$ cat src/rtl/final_sum_tree.sv
// final_sum_tree
//
// Pipelined saturating adder tree. It sums NUM_MAC signed MAC lane results
// into one FIR output sample. The full-width sum is arithmetically shifted
// right by SHIFT and then clamped to OUT_W bits. A sticky flag records that a
// clamp happened.
//
// Pipeline: LOG2N registered adder stages followed by one registered output
// stage. Latency is LOG2N+1 cycles when there are no stalls.
//
// Handshake (valid/ready): a transfer happens on any cycle where valid and
// ready are both high.
//   - On the input side, iValid/oReady qualify iMac.
//   - On the output side, oValid/iReady qualify oFirOut.
//   - If the output holds a sample that is not taken (oValid && !iReady), the
//     whole pipeline freezes and oReady drops.
//   - oReady depends only on oValid and iReady.
//
// Ports:
//   iClk, iRst   clock, asynchronous active-high reset
//   iValid       input sample valid
//   oReady       block can accept a sample this cycle
//   iMac         lane k at [k*IN_W +: IN_W], signed
//   oValid       oFirOut holds a valid sample
//   iReady       downstream accepts oFirOut this cycle
//   oFirOut      saturated, shifted sum; holds its last value while oValid=0
//   oSat         sticky: a clamped sample was produced
//   iSatClr      synchronous clear of oSat (a simultaneous set wins)
//
// Optional build macro FINAL_SUM_ROUND_EN: adds 2^(SHIFT-1) before the shift
// (round half up). Without the macro the shift truncates toward minus
// infinity.
module final_sum_tree #(
   parameter int NUM_MAC = 4,
   parameter int IN_W    = 16,
   parameter int OUT_W   = 16,
   parameter int SHIFT   = 1
) (
   input  logic                    iClk,
   input  logic                    iRst,
   input  logic                    iValid,
   output logic                    oReady,
   input  logic [NUM_MAC*IN_W-1:0] iMac,
   output logic                    oValid,
   input  logic                    iReady,
   output logic [OUT_W-1:0]        oFirOut,
   output logic                    oSat,
   input  logic                    iSatClr
);

   localparam int LOG2N = $clog2(NUM_MAC);
   localparam int SW    = IN_W + LOG2N;

   // Every tree level is packed into one flat vector. Level l has
   // NUM_MAC>>l nodes, each IN_W+l bits wide. Level 0 is the raw lanes.
   // This function returns the bit offset where level l starts.
   function automatic int lvl_off(input int l);
      int o;
      o = 0;
      for (int j = 0; j < l; j++) begin
         o = o + (NUM_MAC >> j) * (IN_W + j);
      end
      return o;
   endfunction

   localparam int IN_BITS   = NUM_MAC * IN_W;
   localparam int ALL_BITS  = lvl_off(LOG2N + 1);
   localparam int TREE_BITS = ALL_BITS - IN_BITS;
   localparam int TOP_OFF   = lvl_off(LOG2N);

   localparam logic signed [SW:0] SAT_MAX = (SW+1)'((64'sd1 <<< (OUT_W - 1)) - 64'sd1);
   localparam logic signed [SW:0] SAT_MIN = ~SAT_MAX;

   logic [TREE_BITS-1:0] tree_sum;
   logic [TREE_BITS-1:0] tree_d, tree_q;
   logic [ALL_BITS-1:0]  lvl;
   logic [LOG2N-1:0]     vld_d, vld_q;
   logic                 out_vld_d, out_vld_q;
   logic [OUT_W-1:0]     fir_d, fir_q;
   logic                 sat_d, sat_q;

   logic                 stall;
   logic                 load;
   logic                 clamp_hi, clamp_lo;
   logic signed [SW:0]   sum_ext, rnd_sum, shifted;

   assign stall   = out_vld_q && !iReady;
   assign oReady  = !stall;
   assign oValid  = out_vld_q;
   assign oFirOut = fir_q;
   assign oSat    = sat_q;

   // Level 0 is the live input. Levels 1..LOG2N are the stage registers.
   assign lvl = {tree_q, iMac};

   // Each node sign-extends both operands by one bit before adding, so no
   // stage can overflow.
   for (genvar s = 1; s <= LOG2N; s++) begin : g_stage
      localparam int WI = IN_W + s - 1;
      for (genvar k = 0; k < (NUM_MAC >> s); k++) begin : g_node
         logic [WI-1:0] a, b;
         assign a = lvl[lvl_off(s-1) + (2*k)*WI +: WI];
         assign b = lvl[lvl_off(s-1) + (2*k+1)*WI +: WI];
         assign tree_sum[lvl_off(s) - IN_BITS + k*(WI+1) +: WI+1] =
            {a[WI-1], a} + {b[WI-1], b};
      end
   end

   // Tree stages and their valids advance together. All of them hold while
   // stalled. Bubbles advance as well; their data is simply not used.
   always_comb begin
      tree_d = tree_q;
      vld_d  = vld_q;
      if (!stall) begin
         tree_d   = tree_sum;
         vld_d    = vld_q << 1;
         vld_d[0] = iValid;
      end
   end

   // The output stage works one bit wider than the tree result. The rounding
   // add therefore cannot wrap, and the clamp compares happen before any
   // truncation.
`ifdef FINAL_SUM_ROUND_EN
   localparam int             RND_SH  = (SHIFT > 0) ? SHIFT - 1 : 0;
   localparam logic [SW:0]    RND_ADD = (SHIFT > 0) ? ((SW+1)'(1) << RND_SH) : '0;
`endif

   always_comb begin
      sum_ext = {lvl[TOP_OFF + SW - 1], lvl[TOP_OFF +: SW]};
`ifdef FINAL_SUM_ROUND_EN
      rnd_sum = sum_ext + RND_ADD;
`else
      rnd_sum = sum_ext;
`endif
      shifted  = rnd_sum >>> SHIFT;
      clamp_hi = shifted > SAT_MAX;
      clamp_lo = shifted < SAT_MIN;
   end

   // The output register only loads real samples. It keeps its last value
   // across bubbles and stalls.
   always_comb begin
      out_vld_d = out_vld_q;
      fir_d     = fir_q;
      sat_d     = sat_q;
      load      = !stall && vld_q[LOG2N-1];
      if (!stall) begin
         out_vld_d = vld_q[LOG2N-1];
      end
      if (load) begin
         if (clamp_hi) begin
            fir_d = SAT_MAX[OUT_W-1:0];
         end else if (clamp_lo) begin
            fir_d = SAT_MIN[OUT_W-1:0];
         end else begin
            fir_d = shifted[OUT_W-1:0];
         end
      end
      if (iSatClr) begin
         sat_d = 1'b0;
      end
      if (load && (clamp_hi || clamp_lo)) begin
         sat_d = 1'b1;
      end
   end

   always_ff @(posedge iClk or posedge iRst) begin
      if (iRst) begin
         tree_q    <= '0;
         vld_q     <= '0;
         out_vld_q <= 1'b0;
         fir_q     <= '0;
         sat_q     <= 1'b0;
      end else begin
         tree_q    <= tree_d;
         vld_q     <= vld_d;
         out_vld_q <= out_vld_d;
         fir_q     <= fir_d;
         sat_q     <= sat_d;
      end
   end

endmodule

$ cat config.mk
export PLATFORM = sky130hd
export DESIGN_NAME = final_sum_tree
export DESIGN_NICKNAME = d
export VERILOG_FILES = /design/src/rtl/final_sum_tree.sv
export SDC_FILE = /design/constraint.sdc
export NUM_CORES = 1
export LEC_CHECK = 0
export ABC_AREA = 1
export BUFFER_PORTS_ARGS = -buffer_cell sky130_fd_sc_hd__buf_2
export CORE_ASPECT_RATIO = 0.9
export CORE_MARGIN = 2
export CORE_UTILIZATION = 29
export DETAILED_ROUTE_END_ITERATION = 8
export PLACE_DENSITY_LB_ADDON = 0.05
export SYNTH_ARGS = -nofsm -noshare
export SYNTH_HDL_FRONTEND = slang
export SYNTH_SLANG_ARGS = --single-unit
export TNS_END_PERCENT = 50
$ cat constraint.sdc
create_clock -name iClk -period 1.75 [get_ports iClk]
set_input_delay 0.0875 -clock iClk [delete_from_list [all_inputs] [get_ports iClk]]
set_output_delay 0.0875 -clock iClk [all_outputs]
set_load 0.05 [all_outputs]
# Word-level counts from Yosys, hierarchy flattened
# Cells that the tools add are included.
[classes] reduce_logical=7 n_addsub=3 muxes=4 n_lt_le_gt_ge=2
[op_table] operator="adder 16 x 16 -> 17 bit" count=2
[op_table] operator="2-to-1 mux 16 bit" count=2
[op_table] operator="adder 17 x 17 -> 18 bit" count=1
[op_table] operator="> comparator 17 x 16 -> 1 bit, second input constant" count=1
[op_table] operator="less-than comparator 17 x 16 -> 1 bit, second input constant" count=1
[op_table] operator="logical AND 1 bit" count=3
[op_table] operator="logical NOT 1 bit" count=2
[op_table] operator="2-to-1 mux 1 bit" count=2
[op_table] operator="nonzero test 2 bit" count=1
[op_table] operator="logical OR 1 bit" count=1
[word_totals] output_inout_bits=19 in_bits=69 register_bits=72 word_cells=21

# Logic depth before layout (Yosys ltp)
# Gate-level depths: netlist of run 1.
[logic_depth] depth_word=6 depth_mapped=12 depth_no_buf=12

# Worst setup path before layout of run 1
# Ideal clock, no wire load.
[synth_path] path_kind="flip-flop to flip-flop" startpoint="reg tree_q[1]" endpoint="reg tree_q[50]" path_stages_with_launch=13 arrival_ns=1.496 path_slack_ns=0.136 setup_ns=0.117 synth_period_minus_slack_ns=1.614 t_required_ns=1.633 n_path_buf=0 cell_sequence="dfrtp_1 > inv_1 > fa_1 > inv_1 > nand2_2 > a21oi_4 > nand2_1 > nand2_1 > nand2_1 > nand2_1 > nand2_1 > nand3_1 > nand2_1"
[synth_between] elab_chain_cells=1
[synth_lines] item="start, declared" line="75" rtl="logic [TREE_BITS-1:0] tree_d, tree_q;"
[synth_lines] item="start signal, assigned" line="176" rtl="tree_q <= tree_d;"
[synth_lines] item="adder 17 x 17 -> 18 bit" line="105" rtl="{a[WI-1], a} + {b[WI-1], b};"
# Every way passes these cells.
# A chain may end at the register's enable or synchronous reset.

# Final worst setup path of run 1
# Ends and elaborated chain as after synthesis.

==> results of run 1 <==
-- stage by stage --
stage                     area [um^2]  power, mW  setup slack, ns  TNS [ns]  hold WS (ns)
after floorplan                  5270       6.52            0.136         0         0.195
after global placement           6060       7.90         0.000219         0         0.222
after detailed placement         6060       7.92          -0.0405   -0.0847         0.233
after CTS                        6400       9.83          -0.0121   -0.0121        0.0655
after global routing             6640       11.3          -0.0469    -0.171         0.102
final                            6640       10.3           0.0756         0        0.0741
-- final cells by class --
cell class                 count  share of cell area (%)
sequential                    71                    26.7
clock inverter                 3                   0.640
clock buffer                  12                    3.86
timing repair buffer         106                    9.38
multi-input combinational    594                    50.6
tap                          240                    4.52
inverter                      75                    4.29
-- metal layers --
metal,part of all wire [%],vias up
met5,0,-
met4,1.3,0
met3,3.5,13
met2,44,92
met1,52,2132
li1,-,2644
-- report_power, final --
part           total [mW]  switching [mW]  internal, mW
combinational        5.65            3.53          2.11
sequential           2.80           0.462          2.34
clock                1.84           0.668          1.17
-- logic make-up after synthesis --
logic type | after synthesis
xor gates and xnor gates | 14
DFF | 71
buffers and inverters | 89
AOI/OAI and AO/OA | 113
and+or+nand+nor | 416
adders and majority gates | 51
-- tightest hold or removal path, cell delays in order --
cell and delay [ns]:
buf_2 0.08, ha_1 0.11, nand2_1 0.05, nand2_1 0.05
-- flip-flops by register name, summed over array words and instances (netlist names) --
register  cells
oValid        1
oSat          1
vld_q         2
tree_q       51
oFirOut      16
-- cell usage after synthesis, drive strengths merged --
cell type	number	area share, %
a21o	2	0.29
a21oi	66	6.6
and2	5	0.59
buf	11	1.1
clkbuf	3	0.21
dfrtp	71	34
fa	3	1.1
ha	48	11
inv	75	5.3
nand2	283	20
nand3	55	5.5
nand3b	13	1.9
nor2	49	4.0
nor3	8	0.86
o21ai	44	4.3
o21bai	1	0.14
or2	3	0.36
xnor2	13	2.2
xor2	1	0.17
-- path summary, 6_finish.rpt --
| path | slack (ns) | cells after the start | end |
|---|---|---|---|
| min reg2reg | 0.48 | 2 | tree_q[37] |
| min in group asynchronous | 0.41 | 4 | oValid |
| max reg2reg | 0.08 | 12 | tree_q[50] |
| min | 0.07 | 4 | tree_q[0] |
| max in group asynchronous | 1.02 | 4 | tree_q[32] |
| max | 0.08 | 12 | tree_q[50] |
-- what timing repair did --
item | CTS | global route
buffers inserted | 0 | 4
setup endpoints to repair | 4 | 12
endpoints found under the hold margin | 73 | 0
pin swaps | 0 | 11
hold buffers | 3 | 0
gates resized for setup | 2 | 48
==> flow_summary.yaml, run 1 <==
timing:
  fmax_ghz: 0.597
  fin_skew_ns: 0.00759
  rsz0062_at_grt: "yes"
  post-route-period-util_pct: 95.7
  hold_violations: 0
  final_max_slew_viol_count: 0
  min_period_ns: 1.67
  finalSetupViolCount: 0
  maxSlewHeadroom_pct: 73.3
  tightestPinTransition_ns: 0.400
critical_path:
  arrival_ns: 1.89
  path_class: "reg -> reg"
  path_buf_inv: 2
  path_cells: "inv_2 > fa_2 > inv_2 > nand2_4 > a21oi_4 > nand2_1 > nand2_2 > nand2_2 > nand2_1 > nand2_1 > nand3_1 > nand2_1"
  crit_path_max_incr_delay_ns: 0.38
  slowest_stage: "fa_2"
  cp_max_fo: 3
  critPathCaptureType: "register"
  cp_top_family: "simple AND/OR/NAND/NOR gates"
  start_kind: "register"
  regToRegStartpoint: "tree_q[1]"
  crit_path_start: "tree_q[1]"
  cp.required_ns: 1.97
  cp_common_cell: "nand2_1"
grt:
  gr-max-usage-layer: "met2"
  use_met2_pct: 23.1
  antenna_found_initial: 0
  grt_max_degree: 72
  grt_pass1_wl_um: 23100
  grt_pass1_vias: 4798
  track_usage_pct: 14.4
  grtUsageMet3_pct: 1.49
  grt_use_met1_pct: 20.7
  grt_overflow: 0
drt:
  routed_wl_um: 13500
  firstDrtPassIters: 6
  post-route-drc-count: 0
  drtAntennaViolNets: 0
  via_per_inst: 4.43
  vias: 4881
  wl_per_cell_um: 12.3
  drtIter0Drc: 215
floorplan:
  dieArea_um2: 19300
  die_x_um: 146
  core_um2: 17700
  floorplan.initialDensity_pct: 29.7
  dieHeight_um: 132
  num_rows: 46
  pin_count: 88
clocking:
  clkTransAtPathRegs_ns: 0.06
  htreeDepth: 3
  clk_latency_ns: 0.33
  cts_tree: "built"
  clk_root_buffer_cell: "clkbuf_16"
  cts_made_buffers: 9
  cts.sinks: 71
  clockBufferDepth: 2
finish:
  diodes: 0
  mostFrequentLayoutCells: "nand2_1, buf_2, dfrtp_1, inv_1, a21oi_1"
  multi_input_area_um2: 3360
  nFillCells: 1979
  regArea_um2: 1780
  drive_gt1_share_pct: 21.0
  fin_cells: 1101
  layout_commonest_cell: "nand2_1"
  post-route-util_pct: 37.5
  layout.nets: 977
  syn_to_final_growth_pct: 26.1
power:
  power_density_nw_per_um2: 1550
  leakagePower_nw: 3.41
  ir_worst_vdd_mv: 0.561
yosys:
  synth_area_um2: 5270
  muxShareOfSynthArea_pct: 0
  syn_area_per_cell_um2: 6.98
  yosys.area_share.xor_xnor_pct: 2.33
  synth-compound-area-share_pct: 11.2
  ys_seq_area_share_pct: 33.7
  synth-seq-cells: 71
  synthCells: 754
  syn_nets: 874
  yosys_warnings: 0
  synth-adder-area-share_pct: 12.5
  synth.distinct_cells: 31
  synth-simple-area-share_pct: 33.5
  synth_top_family_by_area: "simple AND/OR/NAND/NOR gates"
placement:
  gp_congestion: 0.830
  hpwl_um: 10700
  placed_cells: 1079
  port_buffers: 87
outcome:
  status: "finished, final reports clean"
min_path:
  hp-class: "in -> reg"
  min_from: "iMac[16]"
run:
  maxCapViolations: 0
Note: power is estimated with default switching activity, not from simulation.
==> run 2: changes to the inputs <==
--- a/config.mk
+++ b/config.mk
@@ -6,11 +6,12 @@
 export NUM_CORES = 1
 export LEC_CHECK = 0
 export ABC_AREA = 1
-export BUFFER_PORTS_ARGS = -buffer_cell sky130_fd_sc_hd__buf_2
+export ABC_CLOCK_PERIOD_IN_PS = 1750
 export CORE_ASPECT_RATIO = 0.9
 export CORE_MARGIN = 2
 export CORE_UTILIZATION = 29
 export DETAILED_ROUTE_END_ITERATION = 8
+export DONT_BUFFER_PORTS = 1
 export PLACE_DENSITY_LB_ADDON = 0.05
 export SYNTH_ARGS = -nofsm -noshare
 export SYNTH_HDL_FRONTEND = slang
==> constraint.sdc (replaced) <==
create_clock -name iClk -period 1.75 [get_ports iClk]
set_input_delay 0.0875 -clock iClk [delete_from_list [all_inputs] [get_ports iClk]]
set_output_delay 0.0875 -clock iClk [all_outputs]
set_load 0.005 [all_outputs]
==> run 2 against run 1 <==
Design area decreased by 6.9%. Maximum frequency fell by 0.13%. Flip-flop and latch count unchanged. Cell count down 7.7%. Critical endpoint is now tree_q[45]. Largest power group unchanged.
==> flow_summary.yaml, run 2 (synthesis gave the netlist of run 1 again) <==
drt:
  vias: 4618
  drtAntennaViolNets: 0
  post-route-drc-count: 0
  wl_per_cell_um: 13.2
  via_per_inst: 4.55
  firstDrtPassIters: 5
  routed_wl_um: 13400
  drtIter0Drc: 311
clocking:
  htreeDepth: 3
  clk_root_buffer_cell: "clkbuf_16"
  cts_made_buffers: 9
  clockBufferDepth: 2
  cts.sinks: 71
  clk_latency_ns: 0.34
  cts_tree: "built"
  clkTransAtPathRegs_ns: 0.06
min_path:
  hp-class: "in -> reg"
finish:
  largest_register_ffs: 51
  fin_cells: 1016
  layout.nets: 891
  nFillCells: 1999
  diodes: 0
  regMostFlops: "tree_q"
  syn_to_final_growth_pct: 17.4
  layout_commonest_cell: "nand2_1"
  drive_gt1_share_pct: 10.8
  mostFrequentLayoutCells: "nand2_1, dfrtp_1, inv_1, a21oi_1, nand3_1"
critical_path:
  cp_common_cell: "nand2_1"
  path_cells: "buf_4 > ha_1 > nand2_2 > o21ai_2 > nand2_1 > nand2_2 > nand2_2 > nand2_1 > nand2_1 > nand3_2 > nand2_1"
  path_class: "reg -> reg"
  slowest_stage: "dfrtp_1"
  crit_path_max_incr_delay_ns: 0.39
  cp.required_ns: 1.98
  cp_max_fo: 4
  start_kind: "register"
  critPathCaptureType: "register"
  arrival_ns: 1.90
timing:
  maxSlewHeadroom_pct: 72.6
  post-route-period-util_pct: 95.8
  final_max_slew_viol_count: 0
  fin_skew_ns: 0.00666
  finalSetupViolCount: 0
  fmax_ghz: 0.596
  setup_ws_ns: 0.0735
  min_period_ns: 1.68
  whs_ns: 0.0580
  hold_violations: 0
  tightestPinTransition_ns: 0.410
  rsz0062_at_grt: "yes"
  fin_setup_tns_ns: 0
power:
  ir_worst_vdd_mv: 0.662
  power_density_nw_per_um2: 1510
  finalPower_mw: 9.33
  leakagePower_nw: 3.10
floorplan:
  floorplan.initialDensity_pct: 29.7
  dieHeight_um: 132
  core_um2: 17700
  die_x_um: 146
  num_rows: 46
  pin_count: 88
  dieArea_um2: 19300
run:
  maxCapViolations: 0
grt:
  grt_max_degree: 49
  antenna_found_initial: 0
  grt_pass1_wl_um: 23000
  grt_pass1_vias: 4557
  track_usage_pct: 14.6
  grt_overflow: 0
outcome:
  status: "finished, final reports clean"
placement:
  placed_cells: 994
  gp_congestion: 0.813
  dp_slack_ns: -0.0412
  hpwl_um: 10800
  port_buffers: 0
## run 2: critical path, delay by kind of cell (launching register included)
family	cells	cell delay (ns)
compound gates	1	0.18
fa+ha+maj	1	0.28
buf+inv	1	0.14
flops	1	0.39
simple gates	8	0.58
## run 2: power by group
group	internal, mW	switching, mW
clock	1.32	0.672
sequential	2.34	0.510
combinational	1.82	2.66
total	5.48	3.85
## run 2: through the flow
stage / instance area (um^2) / utilization [%]
floorplan: 5270 / -
global placement: 5630 / 31.8
detailed placement: 5630 / 31.8
CTS: 6020 / 33.9
global route: 6180 / 34.9
finish: 6180 / 34.9
## run 2: final cells by class
cell class                      count  area [um^2]  area share (%)
Timing Repair Buffer               20          188            3.03
Clock inverter                      3         65.1            1.05
Clock buffer                       13          260            4.21
Inverter                           75          285            4.61
Multi-Input combinational cell    594         3310            53.5
Tap cell                          240          300            4.86
Sequential cell                    71         1780            28.7
## run 2: worst paths after layout
path / start / to / slack (ns) / cells past startpoint
worst max-delay path: tree_q[1] / tree_q[45] / 0.07 / 11
worst min-delay path: iMac[17] / tree_q[1] / 0.06 / 3
worst max register to register: tree_q[1] / tree_q[45] / 0.07 / 11
worst min register to register: tree_q[45] / tree_q[45] / 0.48 / 2
max in group asynchronous: iRst / tree_q[44] / 1.09 / 3
min in group asynchronous: iRst / vld_q[1] / 0.29 / 3
## run 2: metal layers
layer,vias to the layer above,part of all wire [%],GRT usage [%]
met4,0,0.91,3.24
met3,7,3.1,3.36
met5,-,0,0
met1,2053,53,21.2
li1,2473,-,-
met2,85,43,22.2
## run 2: what timing repair did
| action | CTS | global route |
|---|---|---|
| resized for setup | 2 | 39 |
| pin swaps | 0 | 11 |
| setup buffers | 1 | 0 |
| hold endpoints to repair | 75 | 0 |
| endpoints found under the setup margin | 4 | 12 |
| hold buffers | 5 | 0 |
| cloned | 0 | 0 |
